[src/rtl/intr_ctrl_pkg.sv]
// Shared definitions for the interrupt controller: register map, FSM states,
// core-facing trap constants and the priority helper.
package intr_ctrl_pkg;

    localparam logic [2:0] OFF_PENDING  = 3'd0;
    localparam logic [2:0] OFF_ENABLE   = 3'd1;
    localparam logic [2:0] OFF_EDGE     = 3'd2;
    localparam logic [2:0] OFF_CLAIM    = 3'd3;
    localparam logic [2:0] OFF_COMPLETE = 3'd4;

    localparam logic [31:0] NO_CLAIM    = 32'hFFFF_FFFF;
    localparam logic [31:0] TRAP_VECTOR = 32'h0000_0010;  // core trap entry word address
    localparam int          TRAP_LEVEL  = 1;              // trap line is active high

    typedef enum logic [1:0] {
        ST_IDLE    = 2'd0,
        ST_REQ     = 2'd1,
        ST_SERVICE = 2'd2
    } state_e;

    // Lowest set bit wins: source 0 has the highest priority.
    function automatic logic [4:0] lowest_set(input logic [31:0] v);
        lowest_set = '0;
        for (int i = 31; i >= 0; i--) begin
            if (v[i]) lowest_set = 5'(i);
        end
    endfunction

endpackage

[src/rtl/intr_sync.sv]
// Two-flop synchronizer bringing the asynchronous irq lines into the clk domain.
module intr_sync #(
    parameter int WIDTH = 1
) (
    input  logic             clk,
    input  logic             reset,
    input  logic [WIDTH-1:0] d,
    output logic [WIDTH-1:0] q
);

    logic [WIDTH-1:0] meta_q, meta_d;
    logic [WIDTH-1:0] sync_q, sync_d;

    // NOTE: every signal written here is assigned unconditionally, so no latch is inferred.
    always_comb begin
        meta_d = d;
        sync_d = meta_q;
    end

    // NOTE: non-blocking assignments make both stages update from pre-edge values.
    always_ff @(posedge clk) begin
        if (reset) begin
            meta_q <= '0;
            sync_q <= '0;
        end else begin
            meta_q <= meta_d;
            sync_q <= sync_d;
        end
    end

    assign q = sync_q;

endmodule

[src/rtl/intr_ctrl.sv]
// Memory-mapped interrupt controller: pending/enable/edge registers, claim and
// complete handshake, and a registered trap request to the core.
module intr_ctrl
    import intr_ctrl_pkg::*;
#(
    parameter int          N_SRC     = 16,
    parameter logic [31:0] BASE_ADDR = 32'h0000_0200
) (
    input  logic             clk,
    input  logic             reset,
    input  logic [N_SRC-1:0] irq_in,
    input  logic             strobe,
    input  logic             rw,
    input  logic [31:0]      addr,
    input  logic [31:0]      d_in,
    output logic [31:0]      d_out,
    output logic             hit,
    output logic             trap
);

    logic [N_SRC-1:0] irq_sync;
    logic [N_SRC-1:0] pending_q, pending_d;
    logic [N_SRC-1:0] enable_q, enable_d;
    logic [N_SRC-1:0] edge_sel_q, edge_sel_d;
    logic [N_SRC-1:0] prev_q, prev_d;
    logic [1:0]       warm_q, warm_d;
    logic [4:0]       active_q, active_d;
    state_e           state_q, state_d;
    logic             trap_q, trap_d;

    logic [31:0]      rel_addr;
    logic [2:0]       offset;
    logic             rd_en, wr_en;
    logic [N_SRC-1:0] wdata, masked, edge_evt, clr_mask;
    logic             any_masked, claim_take;
    logic [4:0]       claim_id;
    logic             unused_d_in;

    intr_sync #(.WIDTH(N_SRC)) u_sync (
        .clk   (clk),
        .reset (reset),
        .d     (irq_in),
        .q     (irq_sync)
    );

    // Unsigned wrap makes addresses below BASE_ADDR fall outside the window.
    assign rel_addr    = addr - BASE_ADDR;
    assign hit         = (rel_addr <= 32'd4);
    assign offset      = rel_addr[2:0];
    assign rd_en       = strobe && !rw && hit;
    assign wr_en       = strobe && rw && hit;
    assign wdata       = d_in[N_SRC-1:0];
    assign unused_d_in = ^d_in[31:N_SRC];

    assign masked     = pending_q & enable_q;
    assign any_masked = |masked;
    assign claim_id   = lowest_set(32'(masked));
    assign claim_take = rd_en && (offset == OFF_CLAIM) && (state_q != ST_SERVICE) && any_masked;

    // Edges are ignored until the synchronizer holds real post-reset samples.
    assign edge_evt = irq_sync & ~prev_q & {N_SRC{warm_q == 2'd3}};

    always_comb begin
        d_out = '0;
        if (rd_en) begin
            case (offset)
                OFF_PENDING: d_out = 32'(pending_q);
                OFF_ENABLE:  d_out = 32'(enable_q);
                OFF_EDGE:    d_out = 32'(edge_sel_q);
                OFF_CLAIM: begin
                    if (state_q == ST_SERVICE) d_out = 32'(active_q);
                    else if (any_masked)       d_out = 32'(claim_id);
                    else                       d_out = NO_CLAIM;
                end
                default:     d_out = '0;
            endcase
        end
    end

    always_comb begin
        clr_mask = '0;
        if (wr_en && (offset == OFF_PENDING)) clr_mask = wdata;
        if (claim_take) clr_mask = clr_mask | (N_SRC'(1) << claim_id);

        // Set beats clear on edge sources; level sources simply follow the line.
        pending_d  = (edge_sel_q & ((pending_q & ~clr_mask) | edge_evt))
                   | (~edge_sel_q & irq_sync);
        enable_d   = (wr_en && (offset == OFF_ENABLE)) ? wdata : enable_q;
        edge_sel_d = (wr_en && (offset == OFF_EDGE))   ? wdata : edge_sel_q;
        prev_d     = irq_sync;
        warm_d     = (warm_q == 2'd3) ? warm_q : warm_q + 2'd1;
    end

    always_comb begin
        state_d  = state_q;
        active_d = active_q;
        case (state_q)
            ST_IDLE, ST_REQ: begin
                if (claim_take) begin
                    state_d  = ST_SERVICE;
                    active_d = claim_id;
                end else begin
                    state_d = any_masked ? ST_REQ : ST_IDLE;
                end
            end
            ST_SERVICE: begin
                if (wr_en && (offset == OFF_COMPLETE) && (d_in[4:0] == active_q))
                    state_d = ST_IDLE;
            end
            default: state_d = ST_IDLE;
        endcase
        trap_d = (state_d == ST_REQ);
    end

    always_ff @(posedge clk) begin
        if (reset) begin
            pending_q  <= '0;
            enable_q   <= '0;
            edge_sel_q <= '0;
            prev_q     <= '0;
            warm_q     <= '0;
            active_q   <= '0;
            state_q    <= ST_IDLE;
            trap_q     <= 1'b0;
        end else begin
            pending_q  <= pending_d;
            enable_q   <= enable_d;
            edge_sel_q <= edge_sel_d;
            prev_q     <= prev_d;
            warm_q     <= warm_d;
            active_q   <= active_d;
            state_q    <= state_d;
            trap_q     <= trap_d;
        end
    end

    assign trap = trap_q;

endmodule

[config.mk]
export PLATFORM = sky130hd
export DESIGN_NAME = intr_ctrl
export DESIGN_NICKNAME = d
export VERILOG_FILES = /design/src/rtl/intr_ctrl_pkg.sv /design/src/rtl/intr_sync.sv /design/src/rtl/intr_ctrl.sv
export SDC_FILE = /design/constraint.sdc
export NUM_CORES = 1
export LEC_CHECK = 0
export ABC_CLOCK_PERIOD_IN_PS = 4500
export BUFFER_PORTS_ARGS = -buffer_cell sky130_fd_sc_hd__buf_2
export CAP_MARGIN = 5
export CORE_ASPECT_RATIO = 1.1
export CORE_UTILIZATION = 35
export CTS_CLUSTER_SIZE = 28
export DETAILED_ROUTE_END_ITERATION = 10
export PLACE_DENSITY = 0.53
export SKIP_LAST_GASP = 1
export SLEW_MARGIN = 20
export SYNTH_ARGS = -nofsm -noshare
export SYNTH_HDL_FRONTEND = slang
export SYNTH_HIERARCHICAL = 1
export SYNTH_SLANG_ARGS = --single-unit
[constraint.sdc]
create_clock -name clk -period 4.5 [get_ports clk]
set_clock_uncertainty 0.1 [all_clocks]
set_input_delay 0.45 -clock clk [delete_from_list [all_inputs] [get_ports clk]]
set_output_delay 0.45 -clock clk [all_outputs]
set_load 0.01 [all_outputs]
# [Yosys cells after proc, flatten, opt, wreduce, memory -nomap -nowiden]
# Index checks and enable logic that the tools add are counted.
# Widths: inputs -> output; s select.
[classes] add_sub_neg=2 magnitude_cmp=1 eq_ne=10 shifts=1 muxes=26 n_bitwise=12 reduce_logical=18
[ops] op="$pmux 32 s4" n=1
[ops] op="$and 16x16->16" n=6
[ops] op="$mux 32" n=3
[ops] op="$mux 5" n=15
[ops] op="$not 16->16" n=3
[ops] op="$or 16x16->16" n=3
[ops] op="$le 32x3->1 const B" n=1
[ops] op="$mux 16" n=2
[ops] op="$sub 32x10->32 const B" n=1
[ops] op="$reduce_or 16->1" n=1
[ops] op="$shl 1x5->16 const A" n=1
[ops] op="$logic_and 1x1->1" n=12
[ops] op="$eq 3x2->1 const B" n=2
[ops] op="$eq 5x5->1" n=1
[ops] op="$eq 2x1->1 const B" n=2
[ops] op="$eq 2x2->1 const B" n=2
[ops] op="$mux 2" n=2
[ops] op="$mux 4" n=1
[ops] op="$pmux 2 s2" n=1
[ops] op="$eq 3x1->1 const B" n=1
[ops] op="$eq 3x3->1 const B" n=1
[ops] op="$logic_not 3->1" n=1
[ops] op="$add 2x1->2 const B" n=1
[ops] op="$logic_not 2->1" n=1
[ops] op="other kinds (5)" n=5
[word_totals] regBits=106 input_bits=84

# [Depth between registers and ports, before layout]
[depth] depth_word=25 mapped_depth=10

# [By module]
# The synthesis kept the hierarchy.
[modules_own_cells] mod="intr_ctrl" instances=1 cells_per_inst=544 area_per_inst_um2=4484.3
[modules_own_cells] mod="intr_sync" instances=1 cells_per_inst=67 area_per_inst_um2=863.3

# [Worst setup path after synthesis]
# OpenSTA, ideal clock, no wires.
[synth_timing] path_kind="in2out" start="input addr[9]" end="output d_out[17]" arrival_ps=3894 path_slack_ps=56 cell_stages=10 n_path_buf=3 cell_sequence="inv_1 > ha_1 > o21bai_1 > a211o_2 > a311oi_4 > o211ai_2 > buf_6 > clkbuf_8 > nor4b_1 > buf_4"
[synth_between] elab_chain_len=4
[synth_rtl] element="from (decl)" line="intr_ctrl.sv:14" rtl="input logic [31:0] addr,"
[synth_rtl] element="$sub 32x10->32" line="intr_ctrl.sv:47" rtl="assign rel_addr = addr - BASE_ADDR;"
[synth_rtl] element="$le 32x3->1" line="intr_ctrl.sv:48" rtl="assign hit = (rel_addr <= 32'd4);"
[synth_rtl] element="$logic_and 1x1->1" line="intr_ctrl.sv:50" rtl="assign rd_en = strobe && !rw && hit;"
[synth_rtl] element="$mux 32" line="intr_ctrl.sv:65" rtl="if (rd_en) begin"
[synth_rtl] element="to (decl)" line="intr_ctrl.sv:16" rtl="output logic [31:0] d_out,"
# No other way between the ends.

# [Final worst setup path]
[layout_timing] start="input addr[9]" end="output d_out[0]"
# Same word-level chain as after synthesis.

==> results.txt <==
The worst relative slew slack came out at 0.320. The H-tree depth reported by CTS came out at 3. The I/O pin count came out at roughly 120. The relative contribution of combinational cells to total power came out at 0.079. TritonCTS built the clock tree.

The simple logic cell fraction of the synthesized area is 0.232. The worst path required time came out at between 3000 and 4000 ps. The initial DRC count is roughly 240.

The final wirelength is between 10000 and 15000 um. The detail-routed via count per cell is approximately 5.3. The maximum clock path buffer count came out at 2. The switching part of the total came out at 0.251. The global-route wire length before repair came out at 23100 um. The minimum clock period after layout came out at roughly 3600 ps. Setup repair after global routing left no endpoint under its margin. In this run the tool buffered the top-level ports with slightly above 100 buffer cells. The post-synthesis net count came out at around 700.

In the synthesized netlist, the number of instances is 611. The count of antenna diodes in the layout is 0. The compound-cell area share of the yosys netlist was 0.194.

The initial core utilization is 0.357. For this run, the leading register cell type out of synthesis is dfxtp_1. The run finished with clean final reports. The number of nets still failing antenna checks after routing came out at 0. The post-synthesis adder-cell area fraction came out at 0.00468. Across all layers, the routed design uses 4723 vias.

The number of cells traversed by the worst register-to-register path came out at 6. The post-CTS clock slew at the launch and capture registers of the worst setup and hold paths is ~80 ps. The detailed-route wire length per cell is between 15 and 20 um.

The net count of the finished layout is approximately 770. The share of power burned in registers came out at 0.513. The signal on the critical path passes through buf_2, inv_1, ha_1, nor4b_1, a31oi_1, a311oi_4, o211ai_2, or3_1, a21oi_1, buf_2. STA classifies the critical path startpoint as an input port. The proportion of register bits with asynchronous set or reset after synthesis is 0. In the routed design, unresolved DRC markers number 0. The overall die width came out at between 100 and 150 um. The first-pass detailed-route iteration total came out at 5. The leakage power total is between 0.002 and 0.0025 uW.

The total overflow left after global routing is 0. The total global routing track utilization came out at 0.187. The data arrival time of the worst path is roughly 3000 ps. The die covers roughly 16000 um2. Of the synthesized area, sequential elements account for 0.393.

The number of buffers inserted for hold repair after clock tree synthesis is 0. The number of max-slew violations in the final report came out at 0. Of all cell types, the one taking the most synthesized area is dfxtp_1. The register bit count reported by yosys came out at approximately 110. The clock network latency to the later pin of the worst-skew pair is ~350 ps. The net switching component of the power came out at 473 uW. The combinational family with the most area after synthesis is simple AND/OR/NAND/NOR gates. The layout overhead on the synthesized area came out at 15.0%. Yosys attributes the largest share of cell area to dfxtp_1, mux2i_1, nor2b_1, nor2_1, buf_4. The share of cells above drive strength 1 came out at 0.205. The height of the die came out at between 100 and 150 um. By instance count, the cell type seen most on the critical path is buf_2. Clock tree synthesis selected as its root buffer the cell clkbuf_16. Along the worst path, the maximum fanout reaches 16.

The number of flops mapped to enable cells by yosys came out at 0. The number of placement rows is between 40 and 50. The maximum number of pins on one net before global-route repair is 90.

The fraction of synthesized cell area in xor and xnor cells is 0.00983. The largest stage delay on the critical path came out at between 600 and 700 ps. Yosys printed 6 warnings. The cell with the most instances after synthesis is dfxtp_1. The portion of synthesized area spent on multiplexers is 0.0936. Max-cap violations in this run came to 0. The average cell area after synthesis is slightly below 9 um2. The tightest min-delay check is of the in2reg type.

Buffers inserted during clock tree synthesis total 9. Dividing total power by cell area gives a power density of around 310 nW/um2. Hold timing on the final database bottoms out at a slack of slightly above 200 ps. The post-cts gate resize count came out at 0. The number of antenna violations at the first check in global routing was 0.

The final-report hold violation count came out at 0. Ranked by instance count, the synthesized netlist is headed by dfxtp_1, nor2_1, nor2b_1, mux2i_1, nand2_1. The post-CTS repair timing setup buffer count came out at 0. The mapped cell area came out at 5350 um2. The share of the cycle needed by the critical path after routing came out at 0.799. The internal power summed over all cells came out at ~1400 uW.

The setup TNS is 0 ps. The fmax is ~280 MHz. The worst setup path is captured at an output port. The final weighted congestion in routability-driven placement came out at 0.862. Clock tree synthesis found a total of approximately 110 sinks. The number of stages on the worst hold path came out at 2. The maximum vdd drop is between 150 and 200 uV. The area of the core region is 15000 um2.

The post-synthesis cell type count is 64. The number of global-route vias before repair came to 4443. The setup violation total in the final timing report came out at 0. After legalization and detailed placement, the total HPWL measured 10600 um. For the pin with the worst max-slew slack, the measured transition is between 1000 and 1500 ps.

The kind of critical path is in2out. The top cell type's share of synthesized area is 0.393. Of the total power, the clock network draws 0.408.

On the critical path, the stage with the largest delay is an instance of or3_1.
[flip-flops by register name (all words and copies together) (netlist names)]
signal         cells
active_q           4
edge_sel_q        16
enable_q          16
pending_q         16
prev_q            16
state_q            2
trap               1
u_sync/meta_q     16
u_sync/q          16
warm_q             2
[cell type report]
type                       instances  area [um2]
sequential                       105        2100
clock inverter                     6        47.5
timing repair buffer             108         558
clock buffer                      10         239
multi-input combinational        435        2870
tap                              196         245
fill                            1516        8850
inverter                          23        86.3
[power groups by stage]
stage | Sequential, uW | Clock (uW) | Combinational (uW)
5_1_grt | 970 | 829 | 163
6_report | 967 | 770 | 148
4_1_cts | 967 | 788 | 150
3_5_place_dp | 989 | 0 | 149
2_1_floorplan | 984 | 0 | 87.7
3_3_place_gp | 988 | 0 | 146
[path summary, 6_finish.rpt]
check                        start                to  slack (ps)
setup / recovery           addr[9]          d_out[0]         910
hold / removal           irq_in[7]  u_sync/meta_q[7]         210
setup reg to reg      pending_q[9]      pending_q[7]        1910
hold reg to reg   u_sync/meta_q[2]       u_sync/q[2]         340
[layout by cell type, fill, tap and decap left out, types with 3 or more instances in the layout]
cell,instances
a21oi_1,21
a22o_1,4
a22oi_1,8
a31oi_1,4
buf_2,101
buf_4,7
clkbuf_16,9
dfxtp_1,105
inv_1,23
mux2i_1,50
nand2_1,34
nand2b_1,4
nand3_1,6
nand4_1,7
nand4b_1,4
nor2_1,85
nor2b_1,51
nor3_1,6
nor4_1,8
nor4b_1,12
o211ai_1,17
o21a_1,14
o21ai_0,25
o221ai_1,3
o31ai_1,19
or3_1,4
xnor2_1,5
[worst max-delay path: cells and delay by family]
family / cells / cell delay [ps]
AOI/OAI and AO/OA: 4 / 1010
adders and majority gates: 1 / 260
and+or+nand+nor: 2 / 990
buffers and inverters: 3 / 330
[layer usage]
| metal | vias up | track usage | share of wire |
|---|---|---|---|
| li1 | 2316 | - | - |
| met1 | 2236 | 0.226 | 0.44 |
| met3 | 17 | 0.0356 | 0.054 |
| met4 | 0 | 0.0694 | 0.017 |
| met5 | - | 0 | 0 |
| met2 | 154 | 0.325 | 0.49 |
[kinds of logic after synthesis]
kind of cell | count (synthesis)
mux | 50
simple gates | 236
xor+xnor | 6
compound gates | 141
flops | 105
fa+ha+maj | 2
buf+inv | 71
[per-stage QoR]
step	worst slack, ps	power (uW)	cells	area (um2)	utilization
global placement	951	1130	867	5860	0.391
finish	907	1890	883	6150	0.410
global route	747	1960	883	6150	0.410
floorplan	56.2	1070	611	5350	-
detailed placement	940	1140	867	5860	0.391
CTS	906	1900	883	6150	0.410
Power figures use the tool's default switching activity.
